$ cat config.mk
export PLATFORM = sky130hd
export DESIGN_NAME = ddr_rx
export DESIGN_NICKNAME = d
export VERILOG_FILES = /design/src/rtl/ddr_rx.sv
export SDC_FILE = /design/constraint.sdc
export NUM_CORES = 1
export LEC_CHECK = 0
export BUFFER_PORTS_ARGS = -buffer_cell sky130_fd_sc_hd__buf_2
export CORE_ASPECT_RATIO = 1.4
export CORE_UTILIZATION = 40
export DETAILED_ROUTE_END_ITERATION = 8
export HOLD_SLACK_MARGIN = 0.02
export PLACE_DENSITY = 0.7
export SLEW_MARGIN = 15
export SYNTH_ARGS = -nofsm -noshare
export SYNTH_HDL_FRONTEND = slang
export SYNTH_SLANG_ARGS = --single-unit
$ cat constraint.sdc
create_clock -name i_sys_clk -period 4.07 [get_ports i_sys_clk]
set_input_delay 1.0175 -clock i_sys_clk [delete_from_list [all_inputs] [get_ports i_sys_clk]]
set_output_delay 1.0175 -clock i_sys_clk [all_outputs]
set_load 0.02 [all_outputs]
$ cat src/rtl/ddr_rx.sv
// ddr_rx: HDR-DDR receive deserializer.
//   Samples SDA once per SCL edge strobe (pos or neg, coincident strobes count
//   once) and assembles the field selected by the ddr/ccc controller:
//   preamble (2 bits), data word (16 data + 2 parity), token (4), CRC5 (5).
// Ports:
//   i_sys_clk / i_sys_rst       clock, synchronous active-low reset
//   i_ddrccc_rx_en / _rx_mode   block enable and receive mode from controller
//   i_sclgen_scl_pos/neg_edge   one-cycle SCL edge strobes
//   i_sdahnd_serial_data        synchronized SDA
//   i_crc_crc_value             CRC5 from the CRC engine, compared in CRC mode
//   o_ddrccc_mode_done          one-cycle pulse, one cycle after the last bit
//   o_ddrccc_preamble           last preamble pair, first bit in MSB
//   o_ddrccc_error              sticky parity/token/CRC error for the last mode
//   o_regf_wr_en/_data_wr       received data byte to the register file
//   o_crc_en/_parallel_data     same byte to the CRC engine
module ddr_rx #(
  parameter logic [3:0] TOKEN     = 4'b1100,
  parameter int         DATA_BITS = 16
) (
  input  logic       i_sys_clk,
  input  logic       i_sys_rst,
  input  logic       i_ddrccc_rx_en,
  input  logic [3:0] i_ddrccc_rx_mode,
  input  logic       i_sclgen_scl_pos_edge,
  input  logic       i_sclgen_scl_neg_edge,
  input  logic       i_sdahnd_serial_data,
  input  logic [4:0] i_crc_crc_value,
  output logic       o_ddrccc_mode_done,
  output logic [1:0] o_ddrccc_preamble,
  output logic       o_ddrccc_error,
  output logic       o_regf_wr_en,
  output logic [7:0] o_regf_data_wr,
  output logic       o_crc_en,
  output logic [7:0] o_crc_parallel_data
);

  localparam int WORD_BITS = DATA_BITS + 2;
  localparam logic [3:0] MODE_PREAMBLE = 4'b0000;
  localparam logic [3:0] MODE_DATA     = 4'b0001;
  localparam logic [3:0] MODE_TOKEN    = 4'b0010;
  localparam logic [3:0] MODE_CRC      = 4'b0011;

  typedef enum logic [1:0] {ST_IDLE, ST_RECV, ST_DONE} state_t;

  state_t               r_state;
  logic [3:0]           r_mode;
  logic [4:0]           r_bit_cnt;
  // The final bit of the longest field is taken straight from SDA, so the
  // register only needs to hold all but one bit.
  logic [WORD_BITS-2:0] r_shift;
  logic                 r_done;
  logic [1:0]           r_preamble;
  logic                 r_error;
  logic                 r_byte_vld;
  logic [7:0]           r_byte;

  logic                   w_sample;
  logic                   w_mode_valid;
  logic [WORD_BITS-1:0]   w_shift_next;
  logic [4:0]             w_cnt_next;
  logic [4:0]             w_target;
  logic [DATA_BITS-1:0]   w_word;
  logic [DATA_BITS/2-1:0] w_odd;
  logic [DATA_BITS/2-1:0] w_even;
  logic                   w_pa1_exp;
  logic                   w_pa0_exp;
  logic                   w_last_err;

  // Coincident strobes collapse into a single sample.
  assign w_sample     = i_sclgen_scl_pos_edge | i_sclgen_scl_neg_edge;
  assign w_mode_valid = (i_ddrccc_rx_mode[3:2] == 2'b00);
  assign w_shift_next = {r_shift, i_sdahnd_serial_data};
  assign w_cnt_next   = r_bit_cnt + 5'd1;

  // Only meaningful on the final data-word sample: data above, PA1/PA0 below.
  assign w_word = w_shift_next[WORD_BITS-1:2];

  generate
    for (genvar gi = 0; gi < DATA_BITS / 2; gi++) begin : g_par
      assign w_odd[gi]  = w_word[2*gi+1];
      assign w_even[gi] = w_word[2*gi];
    end
  endgenerate

  assign w_pa1_exp = ^w_odd;
  assign w_pa0_exp = ~(^w_even);

  always_comb begin
    w_target = 5'd0;
    case (r_mode)
      MODE_PREAMBLE: w_target = 5'd2;
      MODE_DATA:     w_target = 5'(WORD_BITS);
      MODE_TOKEN:    w_target = 5'd4;
      MODE_CRC:      w_target = 5'd5;
      default:       w_target = 5'd0;
    endcase
  end

  // Error verdict evaluated on the cycle the last bit arrives.
  always_comb begin
    w_last_err = 1'b0;
    case (r_mode)
      MODE_DATA:  w_last_err = (w_shift_next[1] != w_pa1_exp) |
                               (w_shift_next[0] != w_pa0_exp);
      MODE_TOKEN: w_last_err = (w_shift_next[3:0] != TOKEN);
      MODE_CRC:   w_last_err = (w_shift_next[4:0] != i_crc_crc_value);
      default:    w_last_err = 1'b0;
    endcase
  end

  always_ff @(posedge i_sys_clk) begin
    if (!i_sys_rst || !i_ddrccc_rx_en) begin
      r_state    <= ST_IDLE;
      r_mode     <= 4'd0;
      r_bit_cnt  <= 5'd0;
      r_shift    <= '0;
      r_done     <= 1'b0;
      r_error    <= 1'b0;
      r_byte_vld <= 1'b0;
      r_byte     <= 8'd0;
      // Disable keeps the last preamble; only reset clears it.
      if (!i_sys_rst) begin
        r_preamble <= 2'b00;
      end
    end else begin
      r_done     <= 1'b0;
      r_byte_vld <= 1'b0;
      case (r_state)
        // DONE shares IDLE's start logic so a sample landing in the DONE
        // cycle becomes bit 1 of the next mode.
        ST_IDLE, ST_DONE: begin
          if (w_sample && w_mode_valid) begin
            r_state   <= ST_RECV;
            r_mode    <= i_ddrccc_rx_mode;
            r_bit_cnt <= 5'd1;
            r_shift   <= {{(WORD_BITS-2){1'b0}}, i_sdahnd_serial_data};
            r_error   <= 1'b0;
          end else begin
            r_state   <= ST_IDLE;
            r_bit_cnt <= 5'd0;
            r_shift   <= '0;
          end
        end
        ST_RECV: begin
          if (i_ddrccc_rx_mode != r_mode) begin
            // Mode changed mid-field: drop it silently.
            r_state   <= ST_IDLE;
            r_bit_cnt <= 5'd0;
            r_shift   <= '0;
          end else if (w_sample) begin
            r_shift   <= w_shift_next[WORD_BITS-2:0];
            r_bit_cnt <= w_cnt_next;
            if (r_mode == MODE_DATA &&
                (w_cnt_next == 5'd8 || w_cnt_next == 5'(DATA_BITS))) begin
              r_byte_vld <= 1'b1;
              r_byte     <= w_shift_next[7:0];
            end
            if (w_cnt_next == w_target) begin
              r_state <= ST_DONE;
              r_done  <= 1'b1;
              r_error <= w_last_err;
              if (r_mode == MODE_PREAMBLE) begin
                r_preamble <= w_shift_next[1:0];
              end
            end
          end
        end
        default: begin
          r_state   <= ST_IDLE;
          r_bit_cnt <= 5'd0;
        end
      endcase
    end
  end

  assign o_ddrccc_mode_done  = r_done;
  assign o_ddrccc_preamble   = r_preamble;
  assign o_ddrccc_error      = r_error;
  assign o_regf_wr_en        = r_byte_vld;
  assign o_regf_data_wr      = r_byte;
  assign o_crc_en            = r_byte_vld;
  assign o_crc_parallel_data = r_byte;

endmodule

==> impl_metrics.env, run 1 <==
export IMPL_worst_pin_slew_ps=763
export IMPL_grt_remaining_overflow=0
export IMPL_setup_viol=0
export IMPL_layout_core_utilization=0.486
export IMPL_most_frequent_cells_in_the_layout="dfxtp_1, buf_2, nor2_1"
export IMPL_worst_hold_slack_ps=499
export IMPL_cts_htree_levels=2
export IMPL_syn_area_um2=1970
export IMPL_critical_path_cell_chain="buf_2 -> xnor2_1 -> nand4_1 -> or2_1 -> or3_1 -> mux2i_1 -> nor2_1"
export IMPL_ys_flop_type="dfxtp_1"
export IMPL_crit_reg2reg_capture="o_ddrccc_preamble[1]"
export IMPL_power_leakage_nw=0.986
export IMPL_seq_power_share=0.497
export IMPL_dp_hpwl_um=2910
export IMPL_via_count=1421
export IMPL_pin_count=37
export IMPL_r2r_setup_slack_ps=1780
export IMPL_rsz0062_at_grt="false"
export IMPL_clock_skew_ps=8.29
export IMPL_crit_path_max_fanout=8
export IMPL_floorplan_initialDensity=0.425
export IMPL_clk_lat_worst_skew_ps=310
export IMPL_dieArea_um2=5220
export IMPL_report_power_total_mw=0.822
export IMPL_rr_worst_depth=6
export IMPL_design_core_area_um2=4640
export IMPL_drc_errors=0
export IMPL_net_switching_power_mw=0.177
export IMPL_multiplexer_share_of_the_synthesized_area=0.0507
export IMPL_fmax_ghz=0.400
export IMPL_vias_per_cell=5.06
export IMPL_timing_critical_path_slowest_cell_delay_ps=610
export IMPL_period_needed_ps=2500
export IMPL_cts_reportedPaths_clkPinSlew_ps=80
export IMPL_cts_resized=0
export IMPL_cts_tree="yes"
export IMPL_post_cts_buffers=0
export IMPL_ctsHoldBuffers=0
export IMPL_grt_first_pass_wirelength_um=6350
export IMPL_grt_pass1_vias=1364
export IMPL_floorplan_die_height_um=85.1
export IMPL_relative_contribution_of_combinational_cells_to_total_power=0.044
export IMPL_synthesis_area_per_instance_um2=10.4
export IMPL_largest_net_degree_at_the_start_of_global_routing=17
export IMPL_synth_seq_area_share=0.426
export IMPL_ant_nets=0
export IMPL_antenna_diodes=0
export IMPL_synthesized_nets=207
export IMPL_buffer_ports_inserted=36
export IMPL_final_max_slew_viol_count=0
export IMPL_setup_worst_path_end_class="flop"
export IMPL_cts_path_max_buffers=2
export IMPL_commonest_non_fill_non_tap_cell_in_the_layout="dfxtp_1"
export IMPL_dr_wl_cell_um=13.8
export IMPL_drt_total_wl_um=3890
export IMPL_power_share_clock=0.459
export IMPL_yosysWarnings=0
export IMPL_n_fill_cell=467
export IMPL_ys_top_cells_by_area="dfxtp_1, xnor2_1, a22o_1, xor2_1, mux2i_1"
export IMPL_power_density_cell_area_nw_per_um2=364
export IMPL_worst_ep_required_time_ps=4250
export IMPL_synth_cell_type_count=43
export IMPL_tns_ps=0
export IMPL_syn_instance_count=190
export IMPL_placer_s_final_routability_congestion_estimate=0.837
export IMPL_track_usage=0.168
export IMPL_async_reset_ff_frac=0
export IMPL_worst_ep_arrival_time_ps=2680
export IMPL_fraction_of_synthesized_cell_area_in_xor_and_xnor_cells=0.164
export IMPL_synth_compound_area_share=0.131
export IMPL_synth_largest_area_cell="dfxtp_1"
export IMPL_post_synth_fa_ha_maj_area_fraction=0.0127
export IMPL_critical_path_endpoint="o_crc_parallel_data[3]"
export IMPL_hold_wc_path_type="reg2reg"
export IMPL_drt_pre_antenna_iters=6
export IMPL_result_of_the_run="finished, final reports clean"
export IMPL_netlist_area_leader_share=0.396
export IMPL_synth_edf_count=2
export IMPL_min_period_over_period=0.614
export IMPL_maxCapViolations=0
export IMPL_antenna_found_initial=0
export IMPL_max_vdd_ir_drop_v=0.000159
export IMPL_combinational_family_with_the_most_area_after_synthesis="XOR/XNOR gates"
export IMPL_timing_final_hold_violations=0
export IMPL_worstReg2RegStart="r_bit_cnt[0]"
export IMPL_cts_sinks=41
export IMPL_drt_first_iter_violations=52
export IMPL_number_of_cts_inserted_buffers=5
export IMPL_placementRows=29
export IMPL_crit_type="in2reg"
export IMPL_switching_share=0.216
export IMPL_cp_start_kind="input port"
export IMPL_setup_worst_path_start="i_ddrccc_rx_mode[3]"
export IMPL_flow_area_growth_from_synthesis_pct=14.4
export IMPL_synth_register_bits=41
export IMPL_nets=235
export IMPL_slew_headroom=0.484
export IMPL_crit_slowest_cell="or3_1"
export IMPL_drive_gt1_frac=0.228
export IMPL_p_int_mw=0.645
export IMPL_die_width_um=61.4
export IMPL_yosys_area_share_simple=0.152
export IMPL_clock_root_buffer="clkbuf_8"
cell type report:
cell class                      count  area (µm²)  share of cell area
Multi-Input combinational cell    131        1010               0.446
Sequential cell                    41         841               0.373
Timing Repair Buffer               38         195              0.0865
Clock buffer                        6        93.8              0.0416
Tap cell                           62        77.6              0.0344
Clock inverter                      2        38.8              0.0172
Inverter                            1        3.75             0.00166
Yosys cell counts (all sizes together) (2+ instances only):
| cell type | n |
|---|---|
| a22o | 16 |
| nand4 | 2 |
| and3 | 4 |
| xor2 | 12 |
| mux2i | 10 |
| xnor3 | 2 |
| nand2 | 4 |
| o21a | 4 |
| clkbuf | 4 |
| nor4 | 4 |
| nand3 | 5 |
| xnor2 | 19 |
| dfxtp | 39 |
| buf | 13 |
| nor3 | 2 |
| nor2 | 21 |
| o21ai | 4 |
| nor4b | 2 |
| edfxtp | 2 |
| ha | 2 |
| a21oi | 2 |
power by group through the flow:
stage	clock network [mW]	registers, mW	logic [mW]
after CTS	0.385	0.408	0.0369
after global routing	0.406	0.409	0.0401
final	0.377	0.408	0.0365
after detailed placement	0	0.418	0.0367
after global placement	0	0.418	0.0366
after floorplan	0	0.418	0.0197
sequential cells by signal, summed over array words and instances, names as in the netlist:
signal / flops
o_crc_parallel_data: 8
r_shift: 17
r_mode: 4
o_ddrccc_error: 1
r_bit_cnt: 5
o_ddrccc_mode_done: 1
o_crc_en: 1
r_state: 2
o_ddrccc_preamble: 2
cells by family after synthesis:
logic type / after synthesis
AO/OA/AOI/OAI: 33
XOR/XNOR: 33
adder cells (fa/ha/maj): 2
buffers and inverters: 18
flip-flops: 41
multiplexers: 10
AND/OR/NAND/NOR: 53
critical path, delay by kind of cell:
kind	cells	cell delay, ps
buffers and inverters	1	120
xor gates and xnor gates	1	130
muxes	1	240
and+or+nand+nor	4	1160
per-layer routing:
layer | GRT usage | wire length, µm | vias to the layer above
li1 | - | - | 725
met1 | 0.195 | 1680 | 661
met2 | 0.273 | 1980 | 25
met3 | 0.0274 | 96 | 10
met4 | 0.111 | 126 | 0
met5 | 0 | 0 | -
how the worst min path moves through the flow:
stage | startpoint | to | depth (start not counted)
floorplan | r_shift[16] | r_shift[16] | 1
global placement | r_shift[16] | r_shift[16] | 1
detailed placement | r_bit_cnt[1] | r_bit_cnt[1] | 2
CTS | r_bit_cnt[1] | r_bit_cnt[1] | 2
global route | r_bit_cnt[1] | r_bit_cnt[1] | 2
finish | r_bit_cnt[1] | r_bit_cnt[1] | 2
stage by stage:
stage / setup slack [ps] / cell area, µm² / instances
final: 1570 / 2260 / 281
after global routing: 1420 / 2260 / 281
after floorplan: 1620 / 1970 / 190
after CTS: 1570 / 2260 / 281
after global placement: 1290 / 2120 / 273
after detailed placement: 1240 / 2120 / 273
Power figures use the tool's default switching activity.
==> inputs of run 2 (changes only) <==
Settings changed: ABC_AREA set to 1, PLACE_DENSITY 0.7 to 0.69.
Clock period 4.07 ns to 2.35 ns, I/O delays scaled along.
==> run 2 against run 1 <==
  * Final cell count up 50%
  * Die area up 13%
  * Highest routed layer unchanged
  * Largest power group unchanged
  * Synthesized cell count up 71%
  * Design area up 12%
  * Global-route usage up 1.9 points
==> impl_metrics.env, run 2 <==
export IMPL_vias_per_cell=5.01
export IMPL_timing_critical_path_slowest_cell_delay_ps=460
export IMPL_dieArea_um2=5890
export IMPL_final_max_slew_viol_count=0
export IMPL_synthesized_nets=342
export IMPL_rsz0062_at_grt="false"
export IMPL_drt_first_iter_violations=91
export IMPL_pin_count=37
export IMPL_setup_worst_path_end_class="flop"
export IMPL_largest_net_degree_at_the_start_of_global_routing=21
export IMPL_nets=371
export IMPL_post_place_cells=413
export IMPL_grt_pass1_vias=2033
export IMPL_antenna_diodes=0
export IMPL_placementRows=31
export IMPL_cts_htree_levels=2
export IMPL_crit_slowest_cell="dfxtp_1"
export IMPL_worst_ep_required_time_ps=2280
export IMPL_slew_headroom=0.638
export IMPL_timing_final_hold_violations=0
export IMPL_p_int_mw=1.05
export IMPL_period_needed_ps=2130
export IMPL_power_leakage_nw=1.14
export IMPL_design_core_area_um2=5280
export IMPL_async_reset_ff_frac=0
export IMPL_worst_ep_arrival_time_ps=2060
export IMPL_gr_usage_met1=0.210
export IMPL_cts_reportedPaths_clkPinSlew_ps=80
export IMPL_syn_area_um2=2230
export IMPL_hold_wc_path_type="reg2reg"
export IMPL_synthesis_area_per_instance_um2=6.87
export IMPL_min_delay_path_depth=2
export IMPL_groute_layer_met3_usage=0.0354
export IMPL_synth_register_bits=41
export IMPL_relative_contribution_of_combinational_cells_to_total_power=0.061
export IMPL_cts_path_max_buffers=2
export IMPL_ctsHoldBuffers=0
export IMPL_cts_sinks=41
export IMPL_drc_errors=0
export IMPL_worstReg2RegStart="r_bit_cnt[0]"
export IMPL_cts_tree="yes"
export IMPL_clk_lat_worst_skew_ps=290
export IMPL_worst_pin_slew_ps=541
export IMPL_die_width_um=65.2
export IMPL_gr_usage_met2=0.331
export IMPL_clock_root_buffer="clkbuf_8"
export IMPL_r2r_setup_slack_ps=220
export IMPL_commonest_non_fill_non_tap_cell_in_the_layout="nand2_1"
export IMPL_cpLargestDelayFamily="simple AND/OR/NAND/NOR gates"
export IMPL_timing_critical_path_buf_inv=0
export IMPL_fmax_ghz=0.470
export IMPL_power_share_clock=0.411
export IMPL_layout_cells_non_filler=421
export IMPL_grt_first_pass_wirelength_um=8750
export IMPL_crit_type="reg2reg"
export IMPL_syn_instance_count=325
export IMPL_holdPathEnd="o_ddrccc_error"
export IMPL_hold_start="o_ddrccc_error"
export IMPL_synth_largest_area_cell="dfxtp_1"
export IMPL_clock_skew_ps=3.02
export IMPL_cpMostUsedCell="nand2_1"
export IMPL_setup_viol=0
export IMPL_crit_reg2reg_capture="o_ddrccc_preamble[0]"
export IMPL_number_of_cts_inserted_buffers=5
export IMPL_netlist_top_cells_count="nand2_1, inv_1, dfxtp_1, nand3_1, o21ai_1"
export IMPL_via_count=2109
export IMPL_yosysMostFrequentCell="nand2_1"
export IMPL_netlist_area_leader_share=0.350
export IMPL_ant_nets=0
export IMPL_maxCapViolations=0
export IMPL_buffer_ports_inserted=36
export IMPL_result_of_the_run="finished, final reports clean"
export IMPL_critical_path_cell_chain="ha_1 -> nand4_1 -> nand2_1 -> nand2_1 -> nand2_1 -> nand3_1 -> o41ai_1"
export IMPL_dr_wl_cell_um=11.8
export IMPL_drt_pre_antenna_iters=4
export IMPL_drt_total_wl_um=4980
export IMPL_crit_path_max_fanout=7
export IMPL_flow_area_growth_from_synthesis_pct=13.4
export IMPL_post_cts_buffers=0
export IMPL_min_period_over_period=0.906
export IMPL_drive_gt1_frac=0.163
export IMPL_ys_flop_type="dfxtp_1"
export IMPL_grt_remaining_overflow=0
export IMPL_top_register="r_shift"
export IMPL_grt_most_used_layer="met2"
export IMPL_floorplan_initialDensity=0.423
export IMPL_cp_start_kind="flop"
export IMPL_seq_power_share=0.529
export IMPL_floorplan_die_height_um=90.4
export IMPL_rr_worst_depth=7
export IMPL_most_frequent_cells_in_the_layout="nand2_1, inv_1, dfxtp_1"
export IMPL_synth_edf_count=2
export IMPL_dp_hpwl_um=3760
export IMPL_max_vdd_ir_drop_v=0.000296
export IMPL_antenna_found_initial=0
export IMPL_net_switching_power_mw=0.289
export IMPL_yosysWarnings=0
export IMPL_switching_share=0.216
export IMPL_track_usage=0.186
export IMPL_power_density_cell_area_nw_per_um2=527
export IMPL_ys_top_cells_by_area="dfxtp_1, nand2_1, nand3_1, inv_1, o21ai_1"
export IMPL_number_of_flip_flops_under_the_largest_register_name=17
export IMPL_synth_seq_area_share=0.376
export IMPL_layout_core_utilization=0.480
export IMPL_cts_resized=0
export IMPL_tns_ps=0
export IMPL_placer_s_final_routability_congestion_estimate=0.858
export IMPL_synth_cell_type_count=32
-- run 2: cell count changes after synthesis, moves of 5 or more --
cell / change
a21oi_1: +8
a22o_1: -16
inv_1: +39
mux2i_1: -10
nand2_1: +89
nand3_1: +32
nor2_1: -6
o21ai_1: +24
xnor2_1: -12
xor2_1: -5
-- run 2: power groups by stage --
stage               clock, mW  combinational [mW]  sequential, mW
finish                  0.548              0.0809           0.707
global route            0.598              0.0896           0.707
CTS                     0.561              0.0810           0.706
detailed placement          0              0.0807           0.723
global placement            0              0.0797           0.723
floorplan                   0              0.0459           0.725
-- run 2: cells by family (layout without fill, tap and decap cells) --
kind of cell / after synthesis / in the layout / share of synthesized area
compound gates: 48 / 48 / 0.120
flops: 41 / 41 / 0.376
buf+inv: 62 / 92 / 0.124
simple gates: 159 / 159 / 0.317
fa+ha+maj: 2 / 2 / 0.0112
xor+xnor: 13 / 13 / 0.0510
-- run 2: worst max path at each step --
stage	startpoint	to	slack, ps	depth (start not counted)
3_3_place_gp	r_bit_cnt[0]	o_ddrccc_preamble[1]	230	7
3_5_place_dp	i_ddrccc_rx_mode[1]	o_ddrccc_preamble[0]	220	5
4_1_cts	r_bit_cnt[0]	o_ddrccc_preamble[1]	220	7
6_report	r_bit_cnt[0]	o_ddrccc_preamble[0]	220	7
2_1_floorplan	i_ddrccc_rx_mode[1]	o_ddrccc_preamble[0]	520	4
5_1_grt	r_bit_cnt[0]	o_ddrccc_preamble[0]	30	7
-- run 2: layout make-up --
| class | count | area (µm²) |
|---|---|---|
| clock inverters | 2 | 33.8 |
| clock buffers | 6 | 72.6 |
| flip-flops and latches | 41 | 841 |
| fillers | 571 | 2740 |
| multi-input cells | 222 | 1120 |
| repair buffers | 40 | 223 |
| well taps | 66 | 82.6 |
| inverters | 44 | 165 |
-- run 2: through the flow --
stage | cell area [µm²] | worst slack [ps] | hold WS [ps] | power, mW
floorplan | 2230 | 517 | 463 | 0.771
global placement | 2430 | 234 | 469 | 0.803
detailed placement | 2430 | 218 | 462 | 0.804
CTS | 2530 | 218 | 474 | 1.35
global route | 2530 | 30.6 | 501 | 1.40
finish | 2530 | 220 | 473 | 1.34
-- run 2: worst register-to-register path, stage by stage (launching register included) --
cell	delay, ps
dfxtp_1	460
ha_1	280
nand4_1	170
nand2_1	150
nand2_1	60
nand2_1	70
nand3_1	110
o41ai_1	460
-- run 2: per-layer routing --
| metal | vias up | share of wire | routed length (µm) |
|---|---|---|---|
| li1 | 1096 | - | - |
| met1 | 960 | 0.42 | 2090 |
| met2 | 40 | 0.51 | 2550 |
| met3 | 13 | 0.034 | 171 |
| met4 | 0 | 0.033 | 163 |
| met5 | - | 0 | 0 |
==> inputs of run 3 (changes only) <==
Settings changed: PLACE_DENSITY 0.69 to unset.
==> run 3 against run 2 <==
  * Count of clock-buffer cells in the layout increased by 2
  * Register-to-register slack improved by 40 ps
  * First-iteration DRC count decreased by 13%
  * Via count decreased by 1.4%
  * Final cell count increased by 0.48%
  * Core utilization increased by 0.14 points
  * Non-clock buffer count increased by 2
  * Sequential share of layout area decreased by 0.098 points
  * Flip-flop and latch count unchanged
  * Clock skew increased by 0.87 ps
  * Critical endpoint is now o_ddrccc_preamble[1]
  * Critical path type unchanged
  * Worst hold slack about the same
==> impl_metrics.env, run 3 (synthesis results as in run 2) <==
export IMPL_result_of_the_run="finished, final reports clean"
export IMPL_slew_headroom=0.648
export IMPL_grt_first_pass_wirelength_um=8850
export IMPL_power_leakage_nw=1.15
export IMPL_dr_wl_cell_um=12.0
export IMPL_drt_total_wl_um=5080
export IMPL_cts_reportedPaths_clkPinSlew_ps=80
export IMPL_pin_count=37
export IMPL_crit_type="reg2reg"
export IMPL_setup_worst_path_end_class="flop"
export IMPL_critical_path_cell_chain="ha_1 -> nand4_1 -> nand2_1 -> nand2_1 -> nand2_1 -> nand3_1 -> o41ai_1"
export IMPL_drt_first_iter_violations=79
export IMPL_crit_path_max_fanout=7
export IMPL_most_frequent_cells_in_the_layout="nand2_1, inv_1, dfxtp_1"
export IMPL_net_switching_power_mw=0.288
export IMPL_design_core_area_um2=5280
export IMPL_number_of_cts_inserted_buffers=5
export IMPL_clock_skew_ps=3.89
export IMPL_fmax_ghz=0.478
export IMPL_period_needed_ps=2090
export IMPL_track_usage=0.190
export IMPL_p_int_mw=1.04
export IMPL_largest_net_degree_at_the_start_of_global_routing=20
export IMPL_drt_pre_antenna_iters=4
export IMPL_number_of_flip_flops_under_the_largest_register_name=17
export IMPL_vias_per_cell=4.92
export IMPL_dieArea_um2=5890
export IMPL_commonest_non_fill_non_tap_cell_in_the_layout="nand2_1"
export IMPL_dr_wl_met2_um=2690
export IMPL_worst_ep_arrival_time_ps=2030
export IMPL_floorplan_die_height_um=90.4
export IMPL_wirelength_met1_um=2140
export IMPL_timing_final_hold_violations=0
export IMPL_layout_setup_ws_ps=260
export IMPL_rsz0062_at_grt="false"
export IMPL_flow_area_growth_from_synthesis_pct=13.8
export IMPL_drc_errors=0
export IMPL_via_count=2080
export IMPL_die_width_um=65.2
export IMPL_buffer_ports_inserted=36
export IMPL_setup_viol=0
export IMPL_power_density_cell_area_nw_per_um2=522
export IMPL_antenna_diodes=0
export IMPL_tns_ps=0
export IMPL_max_vdd_ir_drop_v=0.000351
export IMPL_relative_contribution_of_combinational_cells_to_total_power=0.062
export IMPL_power_share_clock=0.406
export IMPL_clock_root_buffer="clkbuf_8"
export IMPL_cpLargestDelayFamily="simple AND/OR/NAND/NOR gates"
export IMPL_cts_resized=0
export IMPL_clk_lat_worst_skew_ps=290
export IMPL_preCtsSetupSlack_ps=234
export IMPL_cts_htree_levels=2
export IMPL_cts_tree="yes"
export IMPL_post_cts_buffers=0
export IMPL_timing_critical_path_buf_inv=0
export IMPL_drive_gt1_frac=0.171
export IMPL_cts_path_max_buffers=2
export IMPL_worst_ep_required_time_ps=2290
export IMPL_seq_power_share=0.533
export IMPL_timing_critical_path_slowest_cell_delay_ps=460
export IMPL_floorplan_initialDensity=0.423
export IMPL_worst_pin_slew_ps=526
export IMPL_ctsHoldBuffers=0
export IMPL_hold_wc_path_type="reg2reg"
export IMPL_dr_max_layer_used="met4"
export IMPL_multi_input_comb_area_um2=1120
export IMPL_cpMostUsedCell="nand2_1"
export IMPL_nets=373
export IMPL_n_fill_cell=562
export IMPL_final_max_slew_viol_count=0
export IMPL_placementRows=31
export IMPL_cp_start_kind="flop"
export IMPL_grt_remaining_overflow=0
export IMPL_route_met3_wl_um=146
export IMPL_dp_hpwl_um=3960
export IMPL_sequential_cell_area_um2=841
export IMPL_maxCapViolations=0
export IMPL_placer_s_final_routability_congestion_estimate=0.759
export IMPL_cts_sinks=41
export IMPL_antenna_found_initial=0
export IMPL_crit_slowest_cell="dfxtp_1"
export IMPL_grt_pass1_vias=1981
export IMPL_top_register="r_shift"
export IMPL_ant_nets=0
export IMPL_min_period_over_period=0.889
export IMPL_switching_share=0.217
==> run 3: layout make-up <==
type | instances | share of cell area
tap | 66 | 0.0325
clock buffer | 8 | 0.0438
inverter | 44 | 0.0650
sequential | 41 | 0.331
timing repair buffer | 42 | 0.0886
multi-input combinational | 222 | 0.439
==> run 3: power by group through the flow <==
stage / sequential, mW / combinational (mW) / clock, mW
floorplan: 0.725 / 0.0459 / 0
global placement: 0.723 / 0.0821 / 0
detailed placement: 0.723 / 0.0821 / 0
CTS: 0.707 / 0.0823 / 0.554
global route: 0.707 / 0.0904 / 0.584
finish: 0.707 / 0.0817 / 0.538
==> run 3: worst min-delay path, stage by stage, from the launching register on <==
cell     delay, ps
dfxtp_1        320
nand2_1         60
a21oi_1         60
==> run 3: stage by stage <==
stage               cell area, µm²  hold slack, ps  power [mW]  instances  utilization
finish                        2540             474        1.33        423        0.482
global route                  2540             528        1.38        423        0.482
CTS                           2540             478        1.34        423        0.482
detailed placement            2430             468       0.805        415        0.461
global placement              2430             462       0.805        415        0.461
floorplan                     2230             463       0.771        325            -
==> run 3: per-layer routing <==
layer / GRT usage / vias to the layer above
met5: 0 / -
met4: 0.0634 / 0
met3: 0.0341 / 8
met2: 0.339 / 33
met1: 0.223 / 946
li1: - / 1093
==> run 3: path summary, 6_finish.rpt <==
path | from | endpoint | slack [ps] | depth (start not counted)
worst min-delay path | o_ddrccc_error | o_ddrccc_error | 470 | 2
worst max register to register | r_bit_cnt[0] | o_ddrccc_preamble[1] | 260 | 7
worst min register to register | o_ddrccc_error | o_ddrccc_error | 470 | 2
worst max-delay path | r_bit_cnt[0] | o_ddrccc_preamble[1] | 260 | 7
